### config.mk
export PLATFORM = sky130hd
export DESIGN_NAME = tick_gen_mc_flat
export DESIGN_NICKNAME = d
export VERILOG_FILES = /design/src/rtl/tick_gen_mc_if.sv /design/src/rtl/tick_gen_mc.sv /design/src/flat_wrapper.sv
export SDC_FILE = /design/constraint.sdc
export NUM_CORES = 1
export LEC_CHECK = 0
export ABC_AREA = 1
export BUFFER_PORTS_ARGS = -buffer_cell sky130_fd_sc_hd__buf_4
export CORE_MARGIN = 3
export CORE_UTILIZATION = 62
export DETAILED_ROUTE_END_ITERATION = 8
export PLACE_DENSITY_LB_ADDON = 0.12
export SETUP_SLACK_MARGIN = 0.02
export SKIP_LAST_GASP = 1
export SYNTH_ARGS = -nofsm -noshare
export SYNTH_HDL_FRONTEND = slang
export SYNTH_SLANG_ARGS = --single-unit
### constraint.sdc
create_clock -name clk -period 5.2 [get_ports clk]
set_input_delay 1.04 -clock clk [delete_from_list [all_inputs] [get_ports clk]]
set_output_delay 1.04 -clock clk [all_outputs]
set_load 0.1 [all_outputs]
### src/rtl/tick_gen_mc_if.sv
// Control/status bundle for the multi-channel tick generator.
// The master side drives pause/restart/enables/speeds; the slave side returns the tick outputs.
interface tick_gen_mc_if #(
    parameter int N_CH   = 4,
    parameter int SPD_W  = 3,
    parameter int BEAT_W = 8
);
    logic                     pause;
    logic                     restart;
    logic [N_CH-1:0]          ch_en;
    logic [N_CH*SPD_W-1:0]    speed;
    logic                     base_tick;
    logic [N_CH-1:0]          clk_slow;
    logic [N_CH-1:0]          tick_out;
    logic [N_CH*BEAT_W-1:0]   beat_cnt;

    modport master (
        output pause, restart, ch_en, speed,
        input  base_tick, clk_slow, tick_out, beat_cnt
    );

    modport slave (
        input  pause, restart, ch_en, speed,
        output base_tick, clk_slow, tick_out, beat_cnt
    );
endinterface

### src/rtl/tick_gen_mc.sv
// Multi-channel tempo generator: a shared prescaler strobe is divided per channel
// into a square wave, a one-cycle tick on each rising edge, and a beat counter.
module tick_gen_mc #(
    parameter int N_CH     = 4,
    parameter int CNT_W    = 20,
    parameter int BASE_DIV = 721154,
    parameter int SPD_W    = 3,
    parameter int BEAT_W   = 8
) (
    input  logic          clk,
    input  logic          rst,
    tick_gen_mc_if.slave  bus
);
    localparam logic [CNT_W-1:0] BASE_TC = CNT_W'(BASE_DIV);

    logic [CNT_W-1:0] pre_cnt;
    logic             base_tick_q;
    logic             base_stb;

    wire  [N_CH-1:0]        slow_vec;
    wire  [N_CH-1:0]        tick_vec;
    wire  [N_CH*BEAT_W-1:0] beat_vec;

    // Restart and pause both suppress the strobe so no channel can advance on those cycles.
    assign base_stb = (pre_cnt == BASE_TC) && !bus.pause && !bus.restart;

    always_ff @(posedge clk or posedge rst) begin
        if (rst) begin
            pre_cnt     <= '0;
            base_tick_q <= 1'b0;
        end else begin
            base_tick_q <= base_stb;
            if (bus.restart || base_stb) begin
                pre_cnt <= '0;
            end else if (!bus.pause) begin
                pre_cnt <= pre_cnt + CNT_W'(1);
            end
        end
    end

    for (genvar i = 0; i < N_CH; i++) begin : g_ch
        logic [SPD_W-1:0]  slow_cnt;
        logic [SPD_W-1:0]  spd_sh;
        logic [BEAT_W-1:0] beats;
        logic              slow_q;
        logic              tick_q;
        logic [SPD_W-1:0]  spd_in;
        logic              wrap;

        assign spd_in = bus.speed[i*SPD_W +: SPD_W];
        // Comparing against the shadow, not the live input, keeps a mid-period speed change from shortening or overrunning the count.
        assign wrap   = base_stb && (slow_cnt == spd_sh);

        always_ff @(posedge clk or posedge rst) begin
            if (rst) begin
                slow_cnt <= '0;
                spd_sh   <= '0;
                beats    <= '0;
                slow_q   <= 1'b0;
                tick_q   <= 1'b0;
            end else if (bus.restart) begin
                slow_cnt <= '0;
                spd_sh   <= spd_in;
                beats    <= '0;
                slow_q   <= 1'b0;
                tick_q   <= 1'b0;
            end else if (!bus.ch_en[i]) begin
                slow_cnt <= '0;
                spd_sh   <= spd_in;
                slow_q   <= 1'b0;
                tick_q   <= 1'b0;
            end else begin
                tick_q <= wrap && !slow_q;
                if (wrap) begin
                    slow_cnt <= '0;
                    slow_q   <= !slow_q;
                    spd_sh   <= spd_in;
                    if (!slow_q) begin
                        beats <= beats + BEAT_W'(1);
                    end
                end else if (base_stb) begin
                    slow_cnt <= slow_cnt + SPD_W'(1);
                end
            end
        end

        assign slow_vec[i]                 = slow_q;
        assign tick_vec[i]                 = tick_q;
        assign beat_vec[i*BEAT_W +: BEAT_W] = beats;
    end

    assign bus.base_tick = base_tick_q;
    assign bus.clk_slow  = slow_vec;
    assign bus.tick_out  = tick_vec;
    assign bus.beat_cnt  = beat_vec;
endmodule

### src/flat_wrapper.sv
// flat-port wrapper written by rule: the top's interface ports become plain ports
module tick_gen_mc_flat 
#(
    parameter int N_CH     = 4,
    parameter int CNT_W    = 20,
    parameter int BASE_DIV = 721154,
    parameter int SPD_W    = 3,
    parameter int BEAT_W   = 8
)
  (clk, rst, bus_pause, bus_restart, bus_ch_en, bus_speed, bus_base_tick, bus_clk_slow, bus_tick_out, bus_beat_cnt);
  tick_gen_mc_if #(.N_CH(N_CH), .SPD_W(SPD_W), .BEAT_W(BEAT_W)) bus_i ();
  input  logic clk;
  input  logic rst;
  input wire logic [$bits(bus_i.pause)-1:0] bus_pause;
  input wire logic [$bits(bus_i.restart)-1:0] bus_restart;
  input wire logic [$bits(bus_i.ch_en)-1:0] bus_ch_en;
  input wire logic [$bits(bus_i.speed)-1:0] bus_speed;
  output wire logic [$bits(bus_i.base_tick)-1:0] bus_base_tick;
  output wire logic [$bits(bus_i.clk_slow)-1:0] bus_clk_slow;
  output wire logic [$bits(bus_i.tick_out)-1:0] bus_tick_out;
  output wire logic [$bits(bus_i.beat_cnt)-1:0] bus_beat_cnt;
  assign bus_i.pause = bus_pause;
  assign bus_i.restart = bus_restart;
  assign bus_i.ch_en = bus_ch_en;
  assign bus_i.speed = bus_speed;
  assign bus_base_tick = bus_i.base_tick;
  assign bus_clk_slow = bus_i.clk_slow;
  assign bus_tick_out = bus_i.tick_out;
  assign bus_beat_cnt = bus_i.beat_cnt;
  tick_gen_mc #(.N_CH(N_CH), .CNT_W(CNT_W), .BASE_DIV(BASE_DIV), .SPD_W(SPD_W), .BEAT_W(BEAT_W)) u_core (.clk(clk), .rst(rst), .bus(bus_i));
endmodule
Word-level counts from Yosys, hierarchy flattened --
Index checks and enable logic that the tools add are counted.
Operators by class: add/sub/neg operators 9, eq/ne operators 18, mux-type cells 66, reductions and logical operators 29
Operator list (count):
- 2-to-1 mux 8 bit | 16
- 2-to-1 mux 3 bit | 28
- 2-to-1 mux 20 bit | 2
- adder 8 x 1 -> 8 bit (second input constant) | 4
- adder 20 x 1 -> 20 bit (second input constant) | 1
- equality test 20 bit (second input constant) | 1
- 2-to-1 mux 1 bit | 20
- inequality test 4 x 2 -> 1 bit (second input constant) | 4
- nonzero test 2 bit | 8
- adder 3 x 1 -> 3 bit (second input constant) | 4
- equality test 3 bit | 4
- inequality test 3 x 2 -> 1 bit (second input constant) | 4
- AND reduction 3 bit | 4
- logical AND 1 bit | 10
- inequality test 2 bit (second input constant) | 4
- logical NOT 1 bit | 6
- inequality test 2 x 1 -> 1 bit (second input constant) | 1
- logical OR 1 bit | 1
Storage, ports and cells: flip-flop bits (word level) 85, bits of input ports 20, output and inout port bits 41, word-level logic and storage cells 144

Depth between registers and ports, before layout --
word-level depth 7, depth in mapped cells 11, gate-level depth less buffers 11

Worst setup path before layout --
OpenSTA, ideal clock, no wires.
kind input-to-reg, from input bus_pause, to register u_core.g_ch[0].beats[0], library setup time 154 ps, arrival time 2127 ps, required time 5046 ps, slack 2918 ps, cell stages on the path 9, buffers on the path 1, path through clkinv_1 > nand2_1 > nor2_2 > nand3_4 > nor2_8 > nand4_4 > buf_6 > nand3_2 > o21ai_2
On the way: word-level cells in the longest chain between the ends 6
Ends and longest elaborated chain:
- start: declaration | line flat_wrapper.sv:14 | input wire logic [$bits(bus_i.pause)-1:0] bus_pause;
- logical NOT 1 bit | line tick_gen_mc.sv:25 | assign base_stb = (pre_cnt == BASE_TC) && !bus.pause && !bus.restart;
- logical AND 1 bit (2 in a row) | line tick_gen_mc.sv:25
- logical AND 1 bit | line tick_gen_mc.sv:52 | assign wrap = base_stb && (slow_cnt == spd_sh);
- nonzero test 2 bit (no line)
- AND reduction 3 bit (no line)
- end signal: assignment | line tick_gen_mc.sv:79 | beats <= beats + BEAT_W'(1);
- end: declaration | line tick_gen_mc.sv:44 | logic [BEAT_W-1:0] beats;
No other way between the ends. A chain may end at the register's enable or synchronous reset.

Worst setup path in the final report --
from input bus_pause, to register u_core.pre_cnt[13]
On the way: word-level cells in the longest chain between the ends 5, elaborated cells between the ends (all ways) 6, classes of those cells eq/ne: 1; mux: 1; reduce/logical: 4
Ends and longest elaborated chain:
- logical NOT 1 bit | line tick_gen_mc.sv:25
- logical AND 1 bit (2 in a row) | line tick_gen_mc.sv:25
- logical OR 1 bit | line tick_gen_mc.sv:33 | if (bus.restart || base_stb) begin
- inequality test 2 x 1 -> 1 bit (no line) / 2-to-1 mux 20 bit (equally long branches)
- end signal: assignment | line tick_gen_mc.sv:36 | pre_cnt <= pre_cnt + CNT_W'(1);
- end: declaration | line tick_gen_mc.sv:16 | logic [CNT_W-1:0] pre_cnt;
Several ways; a longest one is shown, not always the timed one.

==> run_results.csv <==
group,metric,value,unit
place,gp_congestion,0.865,
synthesis,synth-seq-cells,85,
cts,cts_tree,"built",
setup_path,crit_path_start_kind,"input pin",
die,coreArea,7020,um2
finish,nFillCells,525,
synthesis,ys_types,37,
setup_path,worstSetupPathType,"input pin to register",
sta,period_share,0.453,
route,first_iter_violations,267,
cts,h-tree-depth,3,
die,die_area,8560,um2
route,vias_per_cell,5.46,
route,wl_per_cell,13.7,um
synthesis,synth_nets,575,
cts,clkLatencyLatePin,0.35,ns
route,via_count,3830,
global_route,grt_usage,0.237,
pwr,leakage,2.57,nW
sta,slew_headroom,0.450,
finish,final_nets,630,
die,num_rows,30,
status,outcome,"finished clean",
setup_path,crit_fanout,11,
pwr,p_int,884,uW
die,die_h,92.5,um
die,start_util,0.661,
finish,final_area,5270,um2
pwr,clkPwrFrac,0.368,
cts,cts_resized,0,
cts,cts-root-buf,"clkbuf_8",
finish,diodes,0,
place,port_buffers,60,
pwr,p_sw,309,uW
sta,finClkSkew,0.0102,ns
pwr,comb_power_share,0.064,
global_route,grt_pass1_vias,3828,
setup_path,reg2reg_to,"u_core.g_ch[3].beats[3]",
sta,setup_viol,0,
cts,cts_setup_buffers,0,
cts,cts_buffers,9,
synthesis,avgSynthCellArea,8.51,um2
synthesis,async_reset_ff_frac,1.00,
setup_path,reg2reg_depth,9,
synthesis,synth_cells,545,
global_route,grt_overflow,0,
place,place_area,5090,um2
sta,tns,0,ns
pwr,ir_drop,121,uV
setup_path,reg2reg_slack,3.10,ns
min_path,hp-class,"register to register",
sta,fmax,425,MHz
global_route,grt_pass1_wl,16600,um
route,drtAntennaViolNets,0,
synthesis,yosys-top-cells-area,"dfrtp_1 (46%), nand2_1 (8.8%), nand3_1 (8.2%)",
pwr,power,1.19,mW
finish,post-route-util,0.751,
finish,drive_gt1_frac,0.169,
die,die_w,92.5,um
cts,cts_hold_buf,0,
run,maxCapViolations,0,
pwr,power.share.switching,0.259,
finish,final_common_cell,"nand2_1",
place,dp.final_hpwl,6900,um
die,io-pin-count,61,
sta,period_minus_slack,2.35,ns
synthesis,synth_edf_count,0,
sta,rsz0062_at_grt,"false",
route,drc,0,
cts,clk_path_buf_depth,2,
sta,tightest_slew,0.824,ns
sta,hold_violations,0,
synthesis,synth_area,4640,um2
route,routed_wl,9580,um
synthesis,seq_area_frac_synth,0.458,
cts,cts_sinks,85,
global_route,grt_max_degree,49,
setup_path,r2r_start,"u_core.pre_cnt[0]",
pwr,p_seq_frac,0.568,
min_path,whs_endpoint,"u_core.g_ch[2].beats[7]",
setup_path,critPathRequiredTime,5.48,ns
setup_path,worstPathArrival,2.63,ns
synthesis,yosysTopAreaCell,"dfrtp_1",
cts,clkTransAtPathRegs,0.09,ns
synthesis,yosysTopAreaCellShare,0.458,
setup_path,end_kind,"register",
min_path,holdPathStages,2,
pwr,power_density,226,nW/um2
synthesis,yosys_warnings,0,
finish,area.growth.synth_to_final,13.6,%
sta,worst_hold_slack,0.522,ns
finish,final_cell_mix,"nand2_1 (109), dfrtp_1 (85), nand3_1 (76)",
route,drt_first_pass_iters,4,
global_route,antenna_found_initial,0,
min_path,worstHoldStart,"u_core.g_ch[2].beats[7]",
sta,slew_viol_final,0,
synthesis,synth-main-ff-cell,"dfrtp_1",
flip-flops by register name, indices dropped and copies added (netlist names):
register / cells
u_core.pre_cnt: 20
u_core.g_ch.tick_q: 4
u_core.bus.base_tick: 1
u_core.g_ch.slow_cnt: 12
u_core.g_ch.slow_q: 4
u_core.g_ch.spd_sh: 12
u_core.g_ch.beats: 32
metrics by stage:
step / setup WS (ns) / std cells
after detailed placement: 2.54 / 685
after CTS: 2.90 / 701
after global routing: 2.61 / 701
final: 2.85 / 701
after global placement: 2.58 / 685
after floorplan: 1.97 / 545
area by class of cell:
cell class / count / area, um2 / share of cell area
multi-input combinational: 400 / 2220 / 0.421
sequential: 85 / 2130 / 0.404
timing repair buffer: 61 / 458 / 0.0869
inverter: 43 / 163 / 0.0309
clock buffer: 10 / 138 / 0.0261
tap: 96 / 120 / 0.0228
clock inverter: 6 / 46.3 / 0.00878
how the worst max path moves through the flow:
stage                           end  depth (start not counted)        start  slack [ns]
2_1_floorplan  u_core.bus.base_tick                          1          rst        1.97
3_3_place_gp     u_core.pre_cnt[16]                          5  bus_restart        2.58
3_5_place_dp      u_core.pre_cnt[8]                          9    bus_pause        2.54
4_1_cts          u_core.pre_cnt[13]                          9    bus_pause        2.90
5_1_grt          u_core.pre_cnt[12]                          9    bus_pause        2.61
6_report         u_core.pre_cnt[13]                          9    bus_pause        2.85
power by group through the flow:
stage	Sequential (mW)	Clock, mW	Combinational, mW
2_1_floorplan	0.689	0	0.0518
3_3_place_gp	0.690	0	0.0757
3_5_place_dp	0.691	0	0.0775
4_1_cts	0.677	0.447	0.0780
5_1_grt	0.679	0.479	0.0877
6_report	0.677	0.439	0.0767
kinds of logic (layout without fill, tap and decap cells):
kind of cell,count (synthesis),after routing,share of synthesized area
multiplexers,4,4,0.00863
XOR/XNOR,38,38,0.0717
buffers and inverters,60,120,0.0634
adder cells (fa/ha/maj),10,10,0.0270
AO/OA/AOI/OAI,52,52,0.0607
flip-flops,85,85,0.458
AND/OR/NAND/NOR,296,296,0.310
cells in the mapped netlist (6+ instances only):
master and number:
nand2_1 109, dfrtp_1 85, nand3_1 76, nor2_1 62, inv_1 38, xor2_1 21, o21ai_1 18, xnor2_1 17
nand4_1 16, a21oi_1 13, o21ai_0 13, nor3_1 11, buf_4 10, ha_1 10, nand3_2 6
layer usage:
layer,part of all wire,track usage
met2,0.50,0.413
met1,0.44,0.301
met4,0.010,0.0656
met3,0.042,0.0431
met5,0,0
critical path, cell delays in order:
cell and delay, ns:
buf_4 0.10, clkinv_1 0.22, nand2_1 0.16, nor2_2 0.07, nand2_1 0.05, nor2_1 0.07
nor2_1 0.57, o21ai_0 0.20, a21oi_1 0.15
Power figures use the tool's default switching activity.
